File: config.mk
export PLATFORM = sky130hd
export DESIGN_NAME = hazard_ctrl
export DESIGN_NICKNAME = d
export VERILOG_FILES = /design/src/rtl/hazard_ctrl.sv
export SDC_FILE = /design/constraint.sdc
export NUM_CORES = 1
export LEC_CHECK = 0
export ABC_AREA = 1
export CORE_ASPECT_RATIO = 0.5
export CORE_MARGIN = 5
export CORE_UTILIZATION = 40
export DETAILED_ROUTE_END_ITERATION = 12
export PLACE_DENSITY = 0.7
export SLEW_MARGIN = 20
export SYNTH_ARGS = -nofsm -noshare
export SYNTH_HDL_FRONTEND = slang
export SYNTH_SLANG_ARGS = --single-unit
File: constraint.sdc
create_clock -name clk_i -period 3 [get_ports clk_i]
set_input_delay 0.6 -clock clk_i [delete_from_list [all_inputs] [get_ports clk_i]]
set_output_delay 0.6 -clock clk_i [all_outputs]
set_load 0.005 [all_outputs]
File: src/rtl/hazard_ctrl.sv
// Pipeline sequencer for the 5-stage CPU: load-use stalls, taken-branch squash and
// data-memory wait states, plus a saturating count of cycles where the PC is held.
module hazard_ctrl #(
  parameter int unsigned FLUSH_CYCLES = 2,
  parameter int unsigned RA_W         = 5,
  parameter int unsigned CNT_W        = 16
) (
  input  logic             clk_i,
  input  logic             reset_i,
  input  logic [RA_W-1:0]  id_rs1_i,
  input  logic [RA_W-1:0]  id_rs2_i,
  input  logic             id_use_rs1_i,
  input  logic             id_use_rs2_i,
  input  logic [RA_W-1:0]  ex_rd_i,
  input  logic             ex_memtoreg_i,
  input  logic             ex_regwrite_i,
  input  logic             ex_br_taken_i,
  input  logic             dmem_busy_i,
  output logic             pc_we_o,
  output logic             ifid_we_o,
  output logic             ifid_flush_o,
  output logic             idex_bubble_o,
  output logic             pipe_freeze_o,
  output logic [1:0]       state_o,
  output logic [CNT_W-1:0] stall_cnt_o
);

  localparam int unsigned FcW = (FLUSH_CYCLES > 1) ? $clog2(FLUSH_CYCLES) : 1;

  typedef enum logic [1:0] {
    StRun     = 2'd0,
    StFlush   = 2'd2,
    StMemWait = 2'd3
  } state_t;

  state_t           state_q, state_d;
  state_t           ret_q, ret_d;
  state_t           eff_state;
  logic [FcW-1:0]   flush_cnt_q, flush_cnt_d;
  logic [CNT_W-1:0] stall_cnt_q, stall_cnt_d;
  logic             load_use;

  assign load_use = ex_memtoreg_i & ex_regwrite_i & (ex_rd_i != '0) &
                    ((id_use_rs1_i & (id_rs1_i == ex_rd_i)) |
                     (id_use_rs2_i & (id_rs2_i == ex_rd_i)));

  // When memory becomes ready, the same cycle behaves as the state we returned to.
  assign eff_state = ((state_q == StMemWait) && !dmem_busy_i) ? ret_q : state_q;

  always_comb begin
    pc_we_o       = 1'b1;
    ifid_we_o     = 1'b1;
    ifid_flush_o  = 1'b0;
    idex_bubble_o = 1'b0;
    pipe_freeze_o = 1'b0;
    state_d       = state_q;
    ret_d         = ret_q;
    flush_cnt_d   = flush_cnt_q;

    if (dmem_busy_i) begin
      pc_we_o       = 1'b0;
      ifid_we_o     = 1'b0;
      pipe_freeze_o = 1'b1;
      state_d       = StMemWait;
      if (state_q != StMemWait) ret_d = state_q;
    end else begin
      case (eff_state)
        StFlush: begin
          ifid_flush_o  = 1'b1;
          idex_bubble_o = 1'b1;
          flush_cnt_d   = flush_cnt_q - FcW'(1);
          state_d       = (flush_cnt_q == FcW'(1)) ? StRun : StFlush;
        end
        default: begin
          state_d = StRun;
          if (ex_br_taken_i) begin
            ifid_flush_o  = 1'b1;
            idex_bubble_o = 1'b1;
            if (FLUSH_CYCLES > 1) begin
              flush_cnt_d = FcW'(FLUSH_CYCLES - 1);
              state_d     = StFlush;
            end
          end else if (load_use) begin
            pc_we_o       = 1'b0;
            ifid_we_o     = 1'b0;
            idex_bubble_o = 1'b1;
          end
        end
      endcase
    end

    stall_cnt_d = stall_cnt_q;
    if (!pc_we_o && (stall_cnt_q != '1)) stall_cnt_d = stall_cnt_q + CNT_W'(1);
  end

  always_ff @(posedge clk_i or posedge reset_i) begin
    if (reset_i) begin
      state_q     <= StRun;
      ret_q       <= StRun;
      flush_cnt_q <= '0;
      stall_cnt_q <= '0;
    end else begin
      state_q     <= state_d;
      ret_q       <= ret_d;
      flush_cnt_q <= flush_cnt_d;
      stall_cnt_q <= stall_cnt_d;
    end
  end

  assign state_o     = state_q;
  assign stall_cnt_o = stall_cnt_q;

endmodule
==> results of run 1 <==
[state kept, by name, indices dropped and copies added, names as in the netlist]
| name | flops |
|---|---|
| ret_q | 2 |
| stall_cnt_o | 16 |
| state_o | 2 |
| flush_cnt_q | 1 |
[synth_stat cells (all sizes together)]
cell	instances
xor2	10
nor3	6
o21ai	1
clkbuf	3
a31oi	1
nand3	12
nand4	20
o22a	1
a21oi	2
nand2	88
inv	28
buf	4
ha	1
dfrtp	21
nor2	23
xnor2	2
[worst reg2reg max path, stage by stage, from the launching register on]
cell	delay (ps)
dfrtp_1	450
ha_1	260
nand2_2	100
nor2_4	130
nand2_2	100
nor3_4	150
nand4_4	260
nand3_2	350
nand2_1	100
nand2_1	80
[stage by stage]
stage,power [mW],hold WS [ps],area [um2]
final,0.8406,520.7,2043
after detailed placement,0.6622,510.1,1993
after floorplan,0.5171,474.0,1499
after CTS,0.8517,527.7,2038
after global routing,0.9006,530.9,2043
after global placement,0.6554,489.1,1993
[kinds of logic (layout without fill, tap and decap cells)]
family | after synthesis | in the layout
AND/OR/NAND/NOR | 149 | 149
buffers and inverters | 35 | 80
flip-flops | 21 | 21
XOR/XNOR | 12 | 12
AO/OA/AOI/OAI | 5 | 5
adder cells (fa/ha/maj) | 1 | 1
[how the worst max path moves through the flow]
stage,start,to,cells past startpoint
after floorplan,ex_rd_i[3],pc_we_o,11
after global placement,ex_rd_i[0],idex_bubble_o,10
after detailed placement,ex_rd_i[1],idex_bubble_o,10
after CTS,ex_rd_i[1],idex_bubble_o,10
after global routing,ex_rd_i[0],ifid_we_o,11
final,ex_rd_i[4],ifid_we_o,11
[power breakdown]
| group | internal [mW] | switching (mW) | total, mW |
|---|---|---|---|
| combinational | 0.148 | 0.126 | 0.275 |
| clock | 0.0946 | 0.0919 | 0.187 |
| sequential | 0.325 | 0.0540 | 0.379 |
| total | 0.568 | 0.272 | 0.841 |
[routing by layer]
metal | vias up | routed length (um)
met2 | 40 | 1778
met5 | - | 0
met3 | 4 | 169
met4 | 0 | 27
met1 | 675 | 1701
li1 | 803 | -
[repair_timing]
item / in CTS / in global routing
endpoints found under the setup margin: 0 / 1
endpoints found under the hold margin: 0 / 0
gates resized for setup: 0 / 3
[final cells by class]
cell class,count,area [um2]
fill,349,1485
multi-input combinational,167,825.8
sequential,21,525.5
timing repair buffer,48,478.0
inverter,28,105.1
tap,51,63.81
clock buffer,4,45.04
==> run metrics, run 1 <==
flops & latches, synth=21; Post-Syn Instances=223; met1 GRT Util=0.1937; max incr delay on CP=a little over 500 ps; die area=5146 um2; required time of the worst setup path=2400 ps; VDD IR max=0.1672 mV; Post-Synth XOR/XNOR Area=0.07012; worst skew pair latency=260 ps; DP HPWL=2.862 mm; io pins=46; Final Critical Period=2768 ps; CTS sink cnt=21; Max-cap violations=0; syn_nets=247; hold_buf cts=0; Crit path max-delay family=buffers and inverters; core area=3528 um2; met2 Resource Use GR=0.2671; Post-Layout Cell Count=319; sequential area share after synthesis=0.3506; fraction of the mapped netlist area in simple logic gates=0.4524; area share of the largest cell type after synthesis=0.3506; FP Rows=15; Critical Path End Type=output port; CTS tree=built; slowest CP cell=clkdlybuf4s50_1; Vias/cell=4.771; critical path type=primary input to output port; post-synthesis mux area share=0; largest net degree at the start of global routing=22; Setup WS post-layout=approximately 230 ps; worst reg2reg endpoint=stall_cnt_o[1]; crit path buf inv count=3; Cells after DPL=315; run status=finished, final reports clean; ant diodes=0; dpl ws=33.92 ps; most frequent cells in the layout=85 x nand2_1, 43 x clkdlybuf4s50_1, 22 x inv_1, 22 x nor2_1, 21 x dfrtp_1; RR Startpoint=stall_cnt_o[0]; Syn Area/Cell=6.722 um2; GRT Util Overall=0.1534; Final nets=293; PortBufs=45; first drt pass iteration count=4; Pleak=1.035 nW; Routability Congestion=between 0.8 and 0.9; PwrDens=411.4 nW/um2; Die Y-Extent=53.29 um; worst path cell trace=clkdlybuf4s50_1, inv_2, nand2_1, nand2_1, nor2_1, nand3_1, nand2_1, nand2_1, nand2_2, nand2_1, clkdlybuf4s50_1; Synth warnings=0; R2R depth=9; synth unique cells=24; Core Util, Final=0.5791; synth-to-layout area growth=36.31%; fin crit share=0.9228; via count=roughly 1500; Hold Path End=ret_q[1]; Die W=96.57 um; # DRC=0; clock buffer depth=2; Worst Setup Start Kind=primary input; Worst Path Max Fanout=3; ratio of cells with drive above 1 in the final layout=0.07090; Post CTS Setup Buffer Count=0; grt ovf=0; Final ANT Viol Nets=0; Initial Utilization=0.4248; clock skew=~7 ps; Root Buffer=clkbuf_8; DR iter-0 viols=between 60 and 70; cell area after synthesis=approximately 1500 um2; slew margin rel.=0.4451; Post-Synth Adder-Cell Area=0.008347; Clock transition at path regs=70 ps; WHS Path Cells=1; global-route wire length before repair=roughly 6.2 mm; RSZ-0062 raised after global routing=false; Setup Viol. Count Final=0; Fmax=~0.36 GHz; Worst-Margin Slew=831.4 ps; vias in the first global route=1395; synth top area cells=dfrtp_1 35%, nand2_1 21%, nand4_1 7.9%, xor2_1 5.8%, inv_1 5.5%; Post-Route WL=3.677 mm; Worst EP arrival=2170 ps; FF-to-FF setup slack=around 950 ps; H-tree levels=1; main combinational cell family by area after synthesis=simple AND/OR/NAND/NOR gates; met3 Track Usage GR=0.03125; TritonCTS Buffers=3; commonest non-fill, non-tap cell in the layout=nand2_1; hold path start=ret_q[1]; setup_tns=0 ps; Fin. Hold Viols=0; Compound-Gate Fraction of Synth Area=0.02003; Synth area leader=dfrtp_1; DR WL/cell=11.53 um; antenna violations before repair=0; Most Crowded Layer GR=met2; Slew Limit Fails=0; Worst path most repeated cell=nand2_1; Hold Crit Class=flop to flop
Note: power is estimated with default switching activity, not from simulation.
==> inputs of run 2 (changes only) <==
--- a/config.mk
+++ b/config.mk
@@ -6,6 +6,7 @@
 export NUM_CORES = 1
 export LEC_CHECK = 0
 export ABC_AREA = 1
+export ABC_CLOCK_PERIOD_IN_PS = 3000
 export CORE_ASPECT_RATIO = 0.5
 export CORE_MARGIN = 5
 export CORE_UTILIZATION = 40
==> results of run 2 <==
Final layout, timing and power as in run 1 (identical DEF).
==> inputs of run 3 (changes only) <==
--- a/config.mk
+++ b/config.mk
@@ -8,7 +8,7 @@
 export ABC_AREA = 1
 export ABC_CLOCK_PERIOD_IN_PS = 3000
 export CORE_ASPECT_RATIO = 0.5
-export CORE_MARGIN = 5
+export CORE_MARGIN = 10
 export CORE_UTILIZATION = 40
 export DETAILED_ROUTE_END_ITERATION = 12
 export PLACE_DENSITY = 0.7
==> run 3 against run 2 <==
Non-clock buffer count is the same. Combinational power is essentially flat. Critical endpoint unchanged. Worst setup slack lost 20 ps. Via count grew 0.13%. Highest routed layer unchanged. Count of clock-buffer cells in the layout shrank 1. Sequential share of layout area is essentially flat.
==> run metrics, run 3 (synthesis gave the netlist of run 1 again) <==
fin crit share=0.9296 (+0.006821); Post CTS Setup Buffer Count=0 (unchanged); run status=finished, final reports clean; PwrDens=413.9 nW/um2 (+0.62%); Initial Utilization=0.4271 (+0.002272); io pins=46 (unchanged); Post-Route WL=3.835 mm (+4.3%); VDD IR max=0.1735 mV (+3.8%); required time of the worst setup path=2400 ps (about the same); Fillers=338 (-3.2%); vias in the first global route=1445 (+3.6%); Worst-Margin Slew=806.9 ps (-24.52 ps); DP HPWL=3.036 mm (+6.1%); most frequent cells in the layout=85 x nand2_1, 44 x clkdlybuf4s50_1, 22 x inv_1, 22 x nor2_1, 21 x dfrtp_1; Setup Viol. Count Final=0 (unchanged); Clock transition at path regs=80 ps (about the same); setup_tns=0 ps (unchanged); clock skew=3.274 ps (-3.615 ps); Final ANT Viol Nets=0 (unchanged); Die Y-Extent=63.29 um (+19%); Worst EP arrival=2190 ps (+20 ps); Slew Limit Fails=0 (unchanged); Vias/cell=4.777 (+0.13%); PortBufs=45 (unchanged); global-route wire length before repair=6.499 mm (+5.4%); Fmax=0.3586 GHz (-0.73%); via count=1524 (+0.13%); Pwr Total=0.8452 mW (+0.56%); commonest non-fill, non-tap cell in the layout=nand2_1; Routability Congestion=0.8952 (+7.6%); Die W=106.6 um (+10%); largest net degree at the start of global routing=22 (unchanged); Pleak=1.029 nW (-0.62%); critical path type=primary input to output port; CTS tree=built; CTS sink cnt=21 (unchanged); GRT Util Overall=0.1117 (-0.04173); DR WL/cell=12.02 um (+4.3%); H-tree levels=1 (unchanged); DR iter-0 viols=76 (+13%); Worst Path Max Fanout=3 (unchanged); ant diodes=0 (unchanged); Root Buffer=clkbuf_8; core area=3510 um2 (-0.53%); worst skew pair latency=260 ps (about the same); first drt pass iteration count=4 (unchanged); RSZ-0062 raised after global routing=false; # DRC=0 (unchanged); slew margin rel.=0.4615 (+0.01637); Hold Crit Class=flop to flop; cts repair resizes=0 (unchanged); DP Area=1993 um2 (unchanged); Worst Setup Start Kind=primary input; WHS=510.3 ps (-10.37 ps); Final Critical Period=2789 ps (+20.46 ps); max reg flops=16 (unchanged); Max-cap violations=0 (unchanged); Critical Path End Type=output port; TritonCTS Buffers=3 (unchanged); grt ovf=0 (unchanged); ratio of cells with drive above 1 in the final layout=0.07463 (+0.003731); hold_buf cts=0 (unchanged); Fin. Hold Viols=0 (unchanged); cell area after layout=2042 um2 (about the same); antenna violations before repair=0 (unchanged); clock buffer depth=2 (unchanged); FP Rows=15 (unchanged); Final nets=293 (unchanged); synth-to-layout area growth=36.23% (about the same); die area=6744 um2 (+31%)
-- run 3: power by group --
group          internal [mW]  switching [mW]
logic                  0.148           0.126
clock network         0.0927          0.0983
registers              0.325          0.0546
total                  0.566           0.279
-- run 3: worst paths after layout --
| kind | end | cells past startpoint | from | slack (ps) |
|---|---|---|---|---|
| worst max-delay path | ifid_we_o | 11 | ex_rd_i[0] | 210 |
| worst min register to register | ret_q[1] | 1 | ret_q[1] | 510 |
| min in group asynchronous | stall_cnt_o[2] | 2 | reset_i | 780 |
| worst max register to register | stall_cnt_o[11] | 9 | stall_cnt_o[0] | 970 |
| worst min-delay path | ret_q[1] | 1 | ret_q[1] | 510 |
| max in group asynchronous | stall_cnt_o[9] | 2 | reset_i | 1710 |
-- run 3: final cells by class --
| type | instances | area, um2 | area share |
|---|---|---|---|
| timing repair buffer | 48 | 475.5 | 0.2328 |
| clock buffer | 3 | 41.29 | 0.02022 |
| clock inverter | 1 | 5.005 | 0.002451 |
| multi-input combinational | 167 | 825.8 | 0.4044 |
| tap | 51 | 63.81 | 0.03125 |
| sequential | 21 | 525.5 | 0.2574 |
| inverter | 28 | 105.1 | 0.05147 |
-- run 3: layer usage --
layer  part of all wire  GRT usage
met2               0.45     0.1822
met4             0.0070    0.03356
met5                  0          0
met3              0.072    0.04361
met1               0.47     0.1321
-- run 3: through the flow --
step | std cells | util | worst slack (ps)
2_1_floorplan | 223 | - | 753.2
3_3_place_gp | 315 | 0.5679 | 149.2
3_5_place_dp | 315 | 0.5679 | 109.9
4_1_cts | 319 | 0.5811 | 88.52
5_1_grt | 319 | 0.5818 | 57.13
6_report | 319 | 0.5818 | 211.1
-- run 3: worst max-delay path, cell delays in order --
cell and delay (ps):
clkdlybuf4s50_1 530, inv_2 60, nand2_1 50, nand2_1 50, nor2_1 100, nand3_1 90
nand2_1 60, nand2_1 70, nand2_2 70, nand2_1 60, clkdlybuf4s50_1 450
